<file path="config.mk">
export PLATFORM = sky130hd
export DESIGN_NAME = seg_display_driver_flat
export DESIGN_NICKNAME = d
export VERILOG_FILES = /design/src/rtl/seg_display_driver_pkg.sv /design/src/rtl/seg_display_driver_if.sv /design/src/rtl/seg_glyph_decode.sv /design/src/rtl/seg_display_driver.sv /design/src/flat_wrapper.sv
export SDC_FILE = /design/constraint.sdc
export NUM_CORES = 1
export LEC_CHECK = 0
export BUFFER_PORTS_ARGS = -buffer_cell sky130_fd_sc_hd__buf_2
export CAP_MARGIN = 20
export CORE_MARGIN = 2
export CORE_UTILIZATION = 30
export DETAILED_ROUTE_END_ITERATION = 10
export MAX_ROUTING_LAYER = met4
export SLEW_MARGIN = 20
export SYNTH_ARGS = -nofsm -noshare
export SYNTH_HDL_FRONTEND = slang
export SYNTH_SLANG_ARGS = --single-unit
</file>
<file path="constraint.sdc">
create_clock -name clk -period 3.6 [get_ports clk]
set_input_delay 0.72 -clock clk [delete_from_list [all_inputs] [get_ports clk]]
set_output_delay 0.72 -clock clk [all_outputs]
set_load 0.05 [all_outputs]
</file>
<file path="src/rtl/seg_display_driver_pkg.sv">
// rtl/seg_display_driver_pkg.sv - shared calculator display types, glyph and segment codes
package seg_display_driver_pkg;

    typedef enum logic [1:0] {
        ST_IDLE   = 2'd0,
        ST_CONV   = 2'd1,
        ST_FORMAT = 2'd2
    } state_t;

    typedef logic [3:0] glyph_t;

    localparam glyph_t GLYPH_ZERO  = 4'd0;
    localparam glyph_t GLYPH_MINUS = 4'd10;
    localparam glyph_t GLYPH_E     = 4'd11;
    localparam glyph_t GLYPH_R     = 4'd12;
    localparam glyph_t GLYPH_BLANK = 4'd15;

    // Active-low segments ordered {g,f,e,d,c,b,a}
    localparam logic [6:0] SEG_0     = 7'b1000000;
    localparam logic [6:0] SEG_1     = 7'b1111001;
    localparam logic [6:0] SEG_2     = 7'b0100100;
    localparam logic [6:0] SEG_3     = 7'b0110000;
    localparam logic [6:0] SEG_4     = 7'b0011001;
    localparam logic [6:0] SEG_5     = 7'b0010010;
    localparam logic [6:0] SEG_6     = 7'b0000010;
    localparam logic [6:0] SEG_7     = 7'b1111000;
    localparam logic [6:0] SEG_8     = 7'b0000000;
    localparam logic [6:0] SEG_9     = 7'b0010000;
    localparam logic [6:0] SEG_MINUS = 7'b0111111;
    localparam logic [6:0] SEG_E     = 7'b0000110;
    localparam logic [6:0] SEG_R     = 7'b0101111;
    localparam logic [6:0] SEG_BLANK = 7'b1111111;

    localparam int REFRESH_DIV_DEFAULT = 100000;

    // Double-dabble correction: add 3 to every BCD nibble that is 5 or more
    function automatic logic [19:0] dd_adjust(input logic [19:0] bcd);
        logic [19:0] res;
        res = bcd;
        for (int i = 0; i < 5; i++) begin
            if (bcd[4*i +: 4] >= 4'd5) begin
                res[4*i +: 4] = bcd[4*i +: 4] + 4'd3;
            end
        end
        return res;
    endfunction

endpackage

</file>
<file path="src/rtl/seg_display_driver_if.sv">
// rtl/seg_display_driver_if.sv - result load and display pins of the seven-segment driver
interface seg_display_driver_if;
    logic [15:0] value;
    logic        load;
    logic        busy;
    logic [3:0]  an;
    logic [6:0]  seg;
    logic        dp;

    modport master (output value, load, input busy, an, seg, dp);
    modport slave  (input value, load, output busy, an, seg, dp);
endinterface

</file>
<file path="src/rtl/seg_glyph_decode.sv">
// rtl/seg_glyph_decode.sv - combinational 4-bit glyph to active-low seven-segment lookup
module seg_glyph_decode
    import seg_display_driver_pkg::*;
(
    input  glyph_t     glyph,
    output logic [6:0] seg
);

    always_comb begin
        seg = SEG_BLANK;
        case (glyph)
            4'd0:        seg = SEG_0;
            4'd1:        seg = SEG_1;
            4'd2:        seg = SEG_2;
            4'd3:        seg = SEG_3;
            4'd4:        seg = SEG_4;
            4'd5:        seg = SEG_5;
            4'd6:        seg = SEG_6;
            4'd7:        seg = SEG_7;
            4'd8:        seg = SEG_8;
            4'd9:        seg = SEG_9;
            GLYPH_MINUS: seg = SEG_MINUS;
            GLYPH_E:     seg = SEG_E;
            GLYPH_R:     seg = SEG_R;
            default:     seg = SEG_BLANK;
        endcase
    end

endmodule

</file>
<file path="src/rtl/seg_display_driver.sv">
// rtl/seg_display_driver.sv - signed result to sign+BCD conversion and 4-digit multiplexed scan
module seg_display_driver
    import seg_display_driver_pkg::*;
#(
    parameter int REFRESH_DIV = REFRESH_DIV_DEFAULT
) (
    input  logic                 clk,
    input  logic                 rst,
    seg_display_driver_if.slave  bus
);

    localparam int              CW           = $clog2(REFRESH_DIV);
    localparam logic [CW-1:0]   REFRESH_LAST = CW'(REFRESH_DIV - 1);

    state_t         state_q, state_d;
    logic [15:0]    mag_q, mag_d;
    logic [19:0]    bcd_q, bcd_d;
    logic [3:0]     bit_cnt_q, bit_cnt_d;
    logic           neg_q, neg_d;
    glyph_t [3:0]   glyph_q, glyph_d;

    logic [CW-1:0]  refresh_q, refresh_d;
    logic [1:0]     idx_q, idx_d;
    logic [3:0]     an_q, an_d;
    logic [6:0]     seg_q, seg_d;

    logic [15:0]    mag_in;
    logic [19:0]    bcd_adj;
    glyph_t [3:0]   fmt_glyphs;
    logic [1:0]     msd;
    logic           out_of_range;
    glyph_t         cur_glyph;
    logic [6:0]     dec_seg;

    // -32768 negates to 16'h8000, which is exactly 32768 as unsigned
    assign mag_in  = bus.value[15] ? (~bus.value + 16'd1) : bus.value;
    assign bcd_adj = dd_adjust(bcd_q);

    // Positive overflow shows as a ten-thousands digit; negatives also lose the thousands digit to the sign
    assign out_of_range = (bcd_q[19:16] != 4'd0) || (neg_q && (bcd_q[15:12] != 4'd0));

    always_comb begin
        fmt_glyphs = {4{GLYPH_BLANK}};
        msd        = 2'd0;
        if (bcd_q[15:12] != 4'd0) begin
            msd = 2'd3;
        end else if (bcd_q[11:8] != 4'd0) begin
            msd = 2'd2;
        end else if (bcd_q[7:4] != 4'd0) begin
            msd = 2'd1;
        end
        for (int i = 0; i < 4; i++) begin
            if (2'(i) <= msd) begin
                fmt_glyphs[i] = bcd_q[4*i +: 4];
            end
        end
        if (neg_q) begin
            fmt_glyphs[msd + 2'd1] = GLYPH_MINUS;
        end
        if (out_of_range) begin
            fmt_glyphs = {GLYPH_E, GLYPH_R, GLYPH_R, GLYPH_BLANK};
        end
    end

    always_comb begin
        state_d   = state_q;
        mag_d     = mag_q;
        bcd_d     = bcd_q;
        bit_cnt_d = bit_cnt_q;
        neg_d     = neg_q;
        glyph_d   = glyph_q;
        case (state_q)
            ST_IDLE: begin
                if (bus.load) begin
                    neg_d     = bus.value[15];
                    mag_d     = mag_in;
                    bcd_d     = '0;
                    bit_cnt_d = 4'd0;
                    state_d   = ST_CONV;
                end
            end
            ST_CONV: begin
                {bcd_d, mag_d} = {bcd_adj[18:0], mag_q, 1'b0};
                bit_cnt_d      = bit_cnt_q + 4'd1;
                if (bit_cnt_q == 4'd15) begin
                    state_d = ST_FORMAT;
                end
            end
            ST_FORMAT: begin
                glyph_d = fmt_glyphs;
                state_d = ST_IDLE;
            end
            default: begin
                state_d = ST_IDLE;
            end
        endcase
    end

    assign cur_glyph = glyph_q[idx_q];

    seg_glyph_decode u_decode (
        .glyph (cur_glyph),
        .seg   (dec_seg)
    );

    always_comb begin
        refresh_d = refresh_q + CW'(1);
        idx_d     = idx_q;
        if (refresh_q == REFRESH_LAST) begin
            refresh_d = '0;
            idx_d     = idx_q + 2'd1;
        end
        an_d  = ~(4'b0001 << idx_q);
        seg_d = dec_seg;
    end

    always_ff @(posedge clk) begin
        if (rst) begin
            state_q   <= ST_IDLE;
            mag_q     <= '0;
            bcd_q     <= '0;
            bit_cnt_q <= '0;
            neg_q     <= 1'b0;
            glyph_q   <= {GLYPH_BLANK, GLYPH_BLANK, GLYPH_BLANK, GLYPH_ZERO};
            refresh_q <= '0;
            idx_q     <= 2'd0;
            an_q      <= 4'b1111;
            seg_q     <= SEG_BLANK;
        end else begin
            state_q   <= state_d;
            mag_q     <= mag_d;
            bcd_q     <= bcd_d;
            bit_cnt_q <= bit_cnt_d;
            neg_q     <= neg_d;
            glyph_q   <= glyph_d;
            refresh_q <= refresh_d;
            idx_q     <= idx_d;
            an_q      <= an_d;
            seg_q     <= seg_d;
        end
    end

    assign bus.busy = (state_q != ST_IDLE);
    assign bus.an   = an_q;
    assign bus.seg  = seg_q;
    assign bus.dp   = 1'b1;

endmodule

</file>
<file path="src/flat_wrapper.sv">
// flat-port wrapper written by rule: the top's interface ports become plain ports
module seg_display_driver_flat import seg_display_driver_pkg::*;
#(
    parameter int REFRESH_DIV = REFRESH_DIV_DEFAULT
)
  (clk, rst, bus_value, bus_load, bus_busy, bus_an, bus_seg, bus_dp);
  seg_display_driver_if bus_i ();
  input  logic clk;
  input  logic rst;
  input wire logic [$bits(bus_i.value)-1:0] bus_value;
  input wire logic [$bits(bus_i.load)-1:0] bus_load;
  output wire logic [$bits(bus_i.busy)-1:0] bus_busy;
  output wire logic [$bits(bus_i.an)-1:0] bus_an;
  output wire logic [$bits(bus_i.seg)-1:0] bus_seg;
  output wire logic [$bits(bus_i.dp)-1:0] bus_dp;
  assign bus_i.value = bus_value;
  assign bus_i.load = bus_load;
  assign bus_busy = bus_i.busy;
  assign bus_an = bus_i.an;
  assign bus_seg = bus_i.seg;
  assign bus_dp = bus_i.dp;
  seg_display_driver #(.REFRESH_DIV(REFRESH_DIV)) u_core (.clk(clk), .rst(rst), .bus(bus_i));
endmodule
</file>
==> impl_metrics.toml, run 1 <==
[cts]
cts_sinks = 89
post_cts_resized = 0
cts_max_level = 3
post_cts_buffers = 0
cts_tree = "yes"
insertion_delay_ns = 0.34
cts_made_buffers = 9
cts.path.max_buffers = 2
cts.clk_slew.worst_paths_ns = 0.07
cts_hold_buf = 0
cts-root-buf = "clkbuf_16"

[hold_path]
min_path_cells = 2
whs_endpoint = "u_core.bcd_q[0]"
min_from = "u_core.mag_q[15]"
hold_class = "flip-flop to flip-flop"

[critical_path]
required_ns = 3.81
max_stage_delay_ns = 0.51
reg2reg_depth = 8
r2r_start = "u_core.bcd_q[13]"
worst-path-buf-inv = 2
crit_slowest_cell = "a2111oi_0"
crit_chain = "inv_1, ha_1, or3b_4, nand2_1, nand3_1, buf_4, a2111oi_0, o21bai_1"
cp-startpoint = "u_core.bcd_q[13]"
end_kind = "flip-flop"
path_delay_family = "compound AO/OA/AOI/OAI gates"
start_kind = "flip-flop"
ff2ff_setup_slack_ns = 1.40
r2r_end = "u_core.glyph_q[12]"
worstPathMaxFanout = 16
cp.arrival_ns = 2.41
crit_type = "flip-flop to flip-flop"

[sta]
tns_ns = 0
grt_setup_unrepaired = "no"
min_period_ns = 2.20
tightest_slew_ns = 0.885
fmax_mhz = 455
drv_slew = 0
fin_crit_sh_pct = 61.1
max_slew_margin_pct = 40.9
fin_skew_ns = 0.00811
whs_ns = 0.463
setup_viol = 0
hold_viol = 0

[logic_synthesis]
synth_cell_types = 54
syn-num-nets = 552
netlist.area_leader.share_pct = 40.7
synth_compound_area_share_pct = 16.9
synth-edff-count = 0
synthAdderAreaFrac_pct = 6.57
yosysTopAreaCell = "dfxtp_1"
yosys_warnings = 0
synth_top_family_by_area = "simple AND/OR/NAND/NOR gates"
async_flop_share_pct = 0
ys_ff_latch = 89
synthTopCellsByArea = "dfxtp_1, ha_1, nor2_1, a21oi_1, xnor2_1"
syn_area_mm2 = 0.00438
synthXorXnorAreaFrac_pct = 7.40
yosysSeqAreaShare_pct = 40.7
synthCells = 510
avgSynthCellArea_um2 = 8.58
synth_top_flop_cell = "dfxtp_1"
synth_simple_gate_area_share_pct = 20.7
synthMuxAreaShare_pct = 3.20

[power]
leakagePower_uw = 0.00186
power_density_mw_per_mm2 = 416
peakVddDrop_mv = 0.208
finalPower_uw = 2060

[global_routing]
antenna_found_initial = 0
grt_start_max_net_pins = 46
grt_pass1_wl_um = 16100
grt_overflow = 0
grt_use_total_pct = 12.5
grt_pass1_vias = 3554

[floorplanning]
fp.dieW_um = 125
placementRows = 44
core_area_mm2 = 0.0144
ios = 32
die_area_mm2 = 0.0156
die_height_um = 125
start_util_pct = 30.5

[final_layout]
antennaDiodeCount = 0
nNetsFinal = 570
final_cells = 717
syn2layout_area_growth_pct = 13.4
final_util_pct = 34.5
layout_common_cells = "dfxtp_1, nor2_1, a21oi_1"
drive_above_1_share_pct = 12.0
layout_commonest_cell = "dfxtp_1"

[status]
status = "finished clean"

[job]
maxCapViolations = 0

[placed_design]
place.gp.congestion = 0.805
io_buffers = 30
hpwl_um = 6310
post-place-cells = 701

[detailed_routing]
drt_first_pass_iters = 4
via_count = 3590
wl_per_cell_um = 12.7
routed_wl_um = 9110
ant_nets = 0
vias_per_cell = 5.01
drc = 0
drt_iter0_markers = 196
-- registers in the layout (all words and copies together) (netlist names) --
name / cells
u_core.state_q: 2
u_core.mag_q: 16
u_core.glyph_q: 16
u_core.bcd_q: 20
u_core.bit_cnt_q: 4
u_core.idx_q: 2
u_core.refresh_q: 17
u_core.neg_q: 1
u_core.bus.an: 4
u_core.bus.seg: 7
-- power breakdown --
part | internal, uW | switching (uW)
registers | 1010 | 14.6
clock network | 474 | 401
logic | 52.9 | 112
total | 1540 | 528
-- worst max path at each step --
stage                                     to  cells after the start  slack (ns)
after global placement      u_core.mag_q[15]                      5        1.28
after floorplan             u_core.mag_q[15]                      4        1.56
after global routing       u_core.glyph_q[4]                      7        1.23
after CTS                  u_core.bus.seg[5]                      4        1.43
final                     u_core.glyph_q[12]                      8        1.40
after detailed placement    u_core.mag_q[15]                      5        1.27
-- routing by layer --
| metal | up-vias | global-route usage (%) | part of all wire [%] |
|---|---|---|---|
| met2 | 35 | 21.3 | 50 |
| met1 | 1723 | 14.8 | 47 |
| met3 | 12 | 1.46 | 1.4 |
| met4 | 0 | 5.35 | 1.9 |
| li1 | 1820 | - | - |
| met5 | - | - | 0 |
-- cell families after synthesis --
kind of cell | after synthesis
and+or+nand+nor | 184
xor gates and xnor gates | 37
buffers and inverters | 49
DFF | 89
muxes | 9
other | 1
AOI/OAI and AO/OA | 118
adders and majority gates | 23
-- metrics by stage --
step	area, um2	setup slack, ns
2_1_floorplan	4380	1.56
3_3_place_gp	4690	1.28
3_5_place_dp	4690	1.27
4_1_cts	4960	1.43
5_1_grt	4960	1.23
6_report	4960	1.40
-- cell usage after synthesis (4+ instances only) --
cell type / count
mux4_2: 4
inv_1: 22
nor2_1: 64
nand3_1: 21
nand4_1: 5
a22oi_1: 15
xor2_1: 17
mux2i_1: 5
nand2b_1: 18
nand2_1: 32
a21oi_1: 38
nor3_1: 22
ha_1: 23
o22ai_1: 9
o21ai_0: 23
clkbuf_1: 24
dfxtp_1: 89
xnor2_1: 20
a31oi_1: 4
o32ai_1: 4
-- worst reg2reg max path, cell delays in order, from the launching register on --
cell and delay (ns):
dfxtp_1 0.33, inv_1 0.11, ha_1 0.23, or3b_4 0.44, nand2_1 0.09, nand3_1 0.07
buf_4 0.20, a2111oi_0 0.51, o21bai_1 0.10
-- cell type report --
cell class                      instances  area, um2
Fill cell                            1465       9410
Multi-Input combinational cell        372       2410
Sequential cell                        89       1780
Tap cell                              184        230
Clock buffer                            9        225
Timing Repair Buffer                   34        180
Inverter                               22       82.6
Clock inverter                          7       52.6
(Power assumes the default switching activity.)
==> inputs of run 2 (changes only) <==
--- a/config.mk
+++ b/config.mk
@@ -5,6 +5,7 @@
 export SDC_FILE = /design/constraint.sdc
 export NUM_CORES = 1
 export LEC_CHECK = 0
+export ABC_AREA = 1
 export BUFFER_PORTS_ARGS = -buffer_cell sky130_fd_sc_hd__buf_2
 export CAP_MARGIN = 20
 export CORE_MARGIN = 2
==> constraint.sdc (replaced) <==
create_clock -name clk -period 1.95 [get_ports clk]
set_input_delay 0.39 -clock clk [delete_from_list [all_inputs] [get_ports clk]]
set_output_delay 0.39 -clock clk [all_outputs]
set_load 0.05 [all_outputs]
==> run 2 against run 1 <==
Net effect:
- via count rose by 15%
- combinational power rose by 130%
- clock power rose by 92%
- clock skew barely moved
- final area rose by 10%
==> impl_metrics.toml, run 2 <==
[floorplanning]
placementRows = 46
fp.dieW_um = 130
die_height_um = 130
ios = 32
core_area_mm2 = 0.0157
start_util_pct = 30.4
die_area_mm2 = 0.0169

[final_layout]
fill_cells = 1672
regArea_mm2 = 0.00178
multi_input_area_mm2 = 0.00254
top_register = "u_core.bcd_q"
stdcell_area_mm2 = 0.00547
largest_reg_flops = 20
layout_common_cells = "nand2_1, dfxtp_1, inv_1"
reg_top3 = "u_core.bcd_q: 20 flops, u_core.refresh_q: 17 flops"
nNetsFinal = 738
layout_commonest_cell = "nand2_1"
antennaDiodeCount = 0
drive_above_1_share_pct = 15.3
syn2layout_area_growth_pct = 14.6

[job]
maxCapViolations = 0

[sta]
setup_viol = 0
hold_viol = 0
grt_setup_unrepaired = "no"
drv_slew = 0
min_period_ns = 1.70
fin_skew_ns = 0.00860
fin_crit_sh_pct = 87.3
layout_setup_ws_ns = 0.248
tns_ns = 0
fmax_mhz = 588

[global_routing]
antenna_found_initial = 0
grt_use_total_pct = 13.2
grt_pass1_vias = 3831
grt_overflow = 0
grt_pass1_wl_um = 17500
grt_start_max_net_pins = 26

[logic_synthesis]
synth.most_common_cell = "nand2_1"
synthTopCellsByArea = "dfxtp_1, nand2_1, nand3_1, inv_1, ha_1"
synthCells = 663
synth_cell_types = 40
synth_top_flop_cell = "dfxtp_1"
async_flop_share_pct = 0
avgSynthCellArea_um2 = 7.20
ys_ff_latch = 89
syn_area_mm2 = 0.00477
synth_common_cells = "nand2_1, dfxtp_1, inv_1"
synth-edff-count = 0
netlist.area_leader.share_pct = 37.3
yosys_warnings = 0
yosysSeqAreaShare_pct = 37.3
syn-num-nets = 705
yosysTopAreaCell = "dfxtp_1"

[detailed_routing]
ant_nets = 0
routed_wl_um = 9960
drt_first_pass_iters = 4
via_count = 4124
wl_per_cell_um = 10.9
vias_per_cell = 4.50
drc = 0
drt_iter0_markers = 229

[placed_design]
place_ws_ns = 0.237
place.gp.congestion = 0.835
placed_cell_area_mm2 = 0.00518
hpwl_um = 7260
io_buffers = 30

[critical_path]
crit_chain = "inv_2, nand2_1, nand3_1, nand2_1, inv_1, ha_1, o21ai_1, nand3_1"
max_stage_delay_ns = 0.47
required_ns = 2.18
worstPathMaxFanout = 8
crit_type = "flip-flop to flip-flop"
end_kind = "flip-flop"
start_kind = "flip-flop"
crit_slowest_cell = "dfxtp_1"
cp.arrival_ns = 1.93

[cts]
cts_hold_buf = 0
cts_sinks = 89
cts.path.max_buffers = 2
post_cts_resized = 0
cts.clk_slew.worst_paths_ns = 0.07
cts_tree = "yes"
post_cts_buffers = 0
cts-root-buf = "clkbuf_16"
cts_made_buffers = 9
cts_max_level = 3
insertion_delay_ns = 0.35

[status]
status = "finished clean"

[power]
leakagePower_uw = 0.00222
peakVddDrop_mv = 0.336
power_density_mw_per_mm2 = 722

[hold_path]
hold_class = "input port to flip-flop"
-- run 2: cell families (layout without fill, tap and decap cells) --
family | Yosys count | in the layout | synth area share, %
simple gates | 306 | 306 | 29.4
compound gates | 127 | 127 | 15.9
buf+inv | 107 | 145 | 9.46
flops | 89 | 89 | 37.3
fa+ha+maj | 23 | 23 | 6.03
xor+xnor | 10 | 10 | 1.83
other cells | 1 | 1 | 0.0785
-- run 2: per-layer routing --
| layer | track usage, % | routed length [um] | share of wire [%] | vias to the layer above |
|---|---|---|---|---|
| met5 | - | 0 | 0 | - |
| met3 | 3.40 | 341 | 3.4 | 13 |
| met2 | 19.8 | 4260 | 43 | 58 |
| met1 | 16.9 | 5140 | 52 | 1795 |
| met4 | 5.50 | 218 | 2.2 | 0 |
| li1 | - | - | - | 2258 |
-- run 2: critical path: cells and delay by family, from the launching register on --
kind	cells	cell delay (ns)
AO/OA/AOI/OAI	1	0.24
adder cells (fa/ha/maj)	1	0.22
buffers and inverters	2	0.23
flip-flops	1	0.47
AND/OR/NAND/NOR	4	0.42
-- run 2: report_power, final --
| part | total [uW] | leakage, uW | internal [uW] | switching (uW) |
|---|---|---|---|---|
| Sequential | 1900 | 0.000724 | 1870 | 27.7 |
| Combinational | 375 | 0.00136 | 123 | 252 |
| Clock | 1680 | 0.000141 | 914 | 764 |
-- run 2: cell type report --
class,count,share of cell area (%)
Clock inverter,6,0.915
Multi-Input combinational cell,467,46.4
Timing Repair Buffer,44,4.89
Clock buffer,10,4.37
Tap cell,216,4.94
Sequential cell,89,32.6
Inverter,85,5.88
-- run 2: stage by stage --
stage                     std cells  power (uW)  hold slack, ns  util, %
after global placement          901        2320           0.433     33.0
after global routing            917        4160           0.367     34.8
after floorplan                 663        2220           0.418        -
final                           917        3950           0.367     34.8
after detailed placement        901        2320           0.444     33.0
after CTS                       917        4040           0.350     34.8
-- run 2: final timing paths --
check | start | to | slack [ns] | depth (start not counted)
worst max-delay path | u_core.idx_q[0] | u_core.bus.seg[5] | 0.25 | 8
worst min-delay path | bus_value[0] | u_core.mag_q[0] | 0.37 | 3
worst max register to register | u_core.idx_q[0] | u_core.bus.seg[5] | 0.25 | 8
worst min register to register | u_core.refresh_q[0] | u_core.refresh_q[0] | 0.45 | 1
==> inputs of run 3 (changes only) <==
--- a/config.mk
+++ b/config.mk
@@ -9,9 +9,10 @@
 export BUFFER_PORTS_ARGS = -buffer_cell sky130_fd_sc_hd__buf_2
 export CAP_MARGIN = 20
 export CORE_MARGIN = 2
-export CORE_UTILIZATION = 30
+export CORE_UTILIZATION = 55
 export DETAILED_ROUTE_END_ITERATION = 10
 export MAX_ROUTING_LAYER = met4
+export PLACE_DENSITY = 0.74
 export SLEW_MARGIN = 20
 export SYNTH_ARGS = -nofsm -noshare
 export SYNTH_HDL_FRONTEND = slang
==> constraint.sdc (replaced) <==
create_clock -name clk -period 1.9 [get_ports clk]
set_input_delay 0.38 -clock clk [delete_from_list [all_inputs] [get_ports clk]]
set_output_delay 0.38 -clock clk [all_outputs]
set_load 0.05 [all_outputs]
==> run 3 against run 2 <==
Net effect:
- non-clock buffer count is 3 lower
- clock power down 13%
- final cell count shrank 12%
- hold slack got worse by 0.019 ns
- sequential power increased by 3%
- clock-buffer cell count rose by 2
- largest cell class unchanged
==> impl_metrics.toml, run 3 (same netlist as run 2, synthesis figures left out) <==
[placed_design]
placed_cell_area_mm2 = 0.00502
place.gp.congestion = 0.894
hpwl_um = 7510
post-place-cells = 787
io_buffers = 30
place_ws_ns = 0.166

[sta]
tns_ns = 0
setup_viol = 0
fin_crit_sh_pct = 88.3
fmax_mhz = 596
drv_slew = 0
layout_setup_ws_ns = 0.222
grt_setup_unrepaired = "no"
fin_skew_ns = 0.0103
min_period_ns = 1.68
hold_viol = 0

[cts]
cts_tree = "yes"
cts_sinks = 89
post_cts_resized = 0
post_cts_buffers = 0
cts.clk_slew.worst_paths_ns = 0.08
cts.path.max_buffers = 2
cts-root-buf = "clkbuf_8"
insertion_delay_ns = 0.36
cts_max_level = 3
cts_made_buffers = 9
cts_hold_buf = 0

[detailed_routing]
wl_per_cell_um = 12.9
vias_per_cell = 5.44
ant_nets = 0
drt_first_pass_iters = 5
drt_iter0_markers = 221
via_count = 4370
drc = 0
routed_wl_um = 10400

[floorplanning]
ios = 32
fp.dieW_um = 97.2
die_height_um = 97.2
start_util_pct = 57.5
placementRows = 33
core_area_mm2 = 0.00830
die_area_mm2 = 0.00944

[critical_path]
end_kind = "flip-flop"
crit_chain = "inv_2, nand2_1, nand3_1, nand2_1, inv_1, ha_1, o21ai_1, nand3_1"
worstPathMaxFanout = 8
crit_type = "flip-flop to flip-flop"
crit_slowest_cell = "dfxtp_1"
worst-path-buf-inv = 2
max_stage_delay_ns = 0.44
path_delay_family = "simple AND/OR/NAND/NOR gates"
required_ns = 2.13
start_kind = "flip-flop"
cp.arrival_ns = 1.91

[power]
peakVddDrop_mv = 0.412
power_density_mw_per_mm2 = 721
leakagePower_uw = 0.00218

[status]
status = "finished clean"

[global_routing]
grt_use_total_pct = 23.0
grt_pass1_vias = 3989
antenna_found_initial = 0
grt_pass1_wl_um = 17900
grt_overflow = 0
grt_start_max_net_pins = 36

[final_layout]
final_util_pct = 63.2
nNetsFinal = 735
layout_common_cells = "nand2_1, dfxtp_1, inv_1"
fill_cells = 775
top_register = "u_core.bcd_q"
layout_commonest_cell = "nand2_1"
drive_above_1_share_pct = 14.8
syn2layout_area_growth_pct = 9.91
largest_reg_flops = 20
antennaDiodeCount = 0
stdcell_area_mm2 = 0.00525
final_cells = 803
reg_top3 = "u_core.bcd_q: 20 flops, u_core.refresh_q: 17 flops"

[hold_path]
hold_class = "input port to flip-flop"

[job]
maxCapViolations = 0
run 3: cell types whose count changed in the layout (fill, tap and decap cells not counted):
cell,delta
inv_6,-1
inv_8,-1
nand3_1,-1
clkbuf_16,-9
clkbuf_1,+2
clkbuf_8,+9
nand3_2,+1
clkinv_4,-1
bufinv_16,+2
clkinv_2,-1
buf_4,-3
run 3: worst register-to-register path: stages, from the launching register on:
cell and delay (ns):
dfxtp_1 0.44, inv_2 0.12, nand2_1 0.08, nand3_1 0.06, nand2_1 0.19, inv_1 0.11
ha_1 0.22, o21ai_1 0.21, nand3_1 0.12
run 3: final timing paths:
| kind | endpoint | cells after the start | startpoint | slack (ns) |
|---|---|---|---|---|
| worst min-delay path | u_core.mag_q[12] | 5 | bus_value[12] | 0.35 |
| worst min register to register | u_core.refresh_q[0] | 1 | u_core.refresh_q[0] | 0.46 |
| worst max-delay path | u_core.bus.seg[5] | 8 | u_core.idx_q[0] | 0.22 |
| worst max register to register | u_core.bus.seg[5] | 8 | u_core.idx_q[0] | 0.22 |
run 3: metal layers:
layer,up-vias,GRT usage (%),part of all wire [%]
met3,14,3.67,4.3
met4,0,7.26,1.3
met2,106,35.3,45
met5,-,-,0
li1,2245,-,-
met1,2005,31.2,49
run 3: per-stage QoR:
stage / hold slack (ns) / power [uW]
after floorplan: 0.418 / 2270
after global placement: 0.431 / 2360
after detailed placement: 0.453 / 2370
after CTS: 0.331 / 3800
after global routing: 0.349 / 3930
final: 0.348 / 3780
run 3: cell type report:
class	count	area, um2	area share, %
clock buffer	12	145	2.77
clock inverter	4	76.3	1.45
inverter	85	322	6.13
multi-input combinational	467	2550	48.5
sequential	89	1780	34.0
tap	105	131	2.50
timing repair buffer	41	245	4.67
run 3: power breakdown:
part | leakage [uW] | switching (uW) | total [uW] | internal (uW)
clock | 0.000107 | 675 | 1460 | 781
combinational | 0.00135 | 261 | 379 | 119
sequential | 0.000724 | 30.0 | 1950 | 1920
total | 0.00218 | 966 | 3780 | 2820
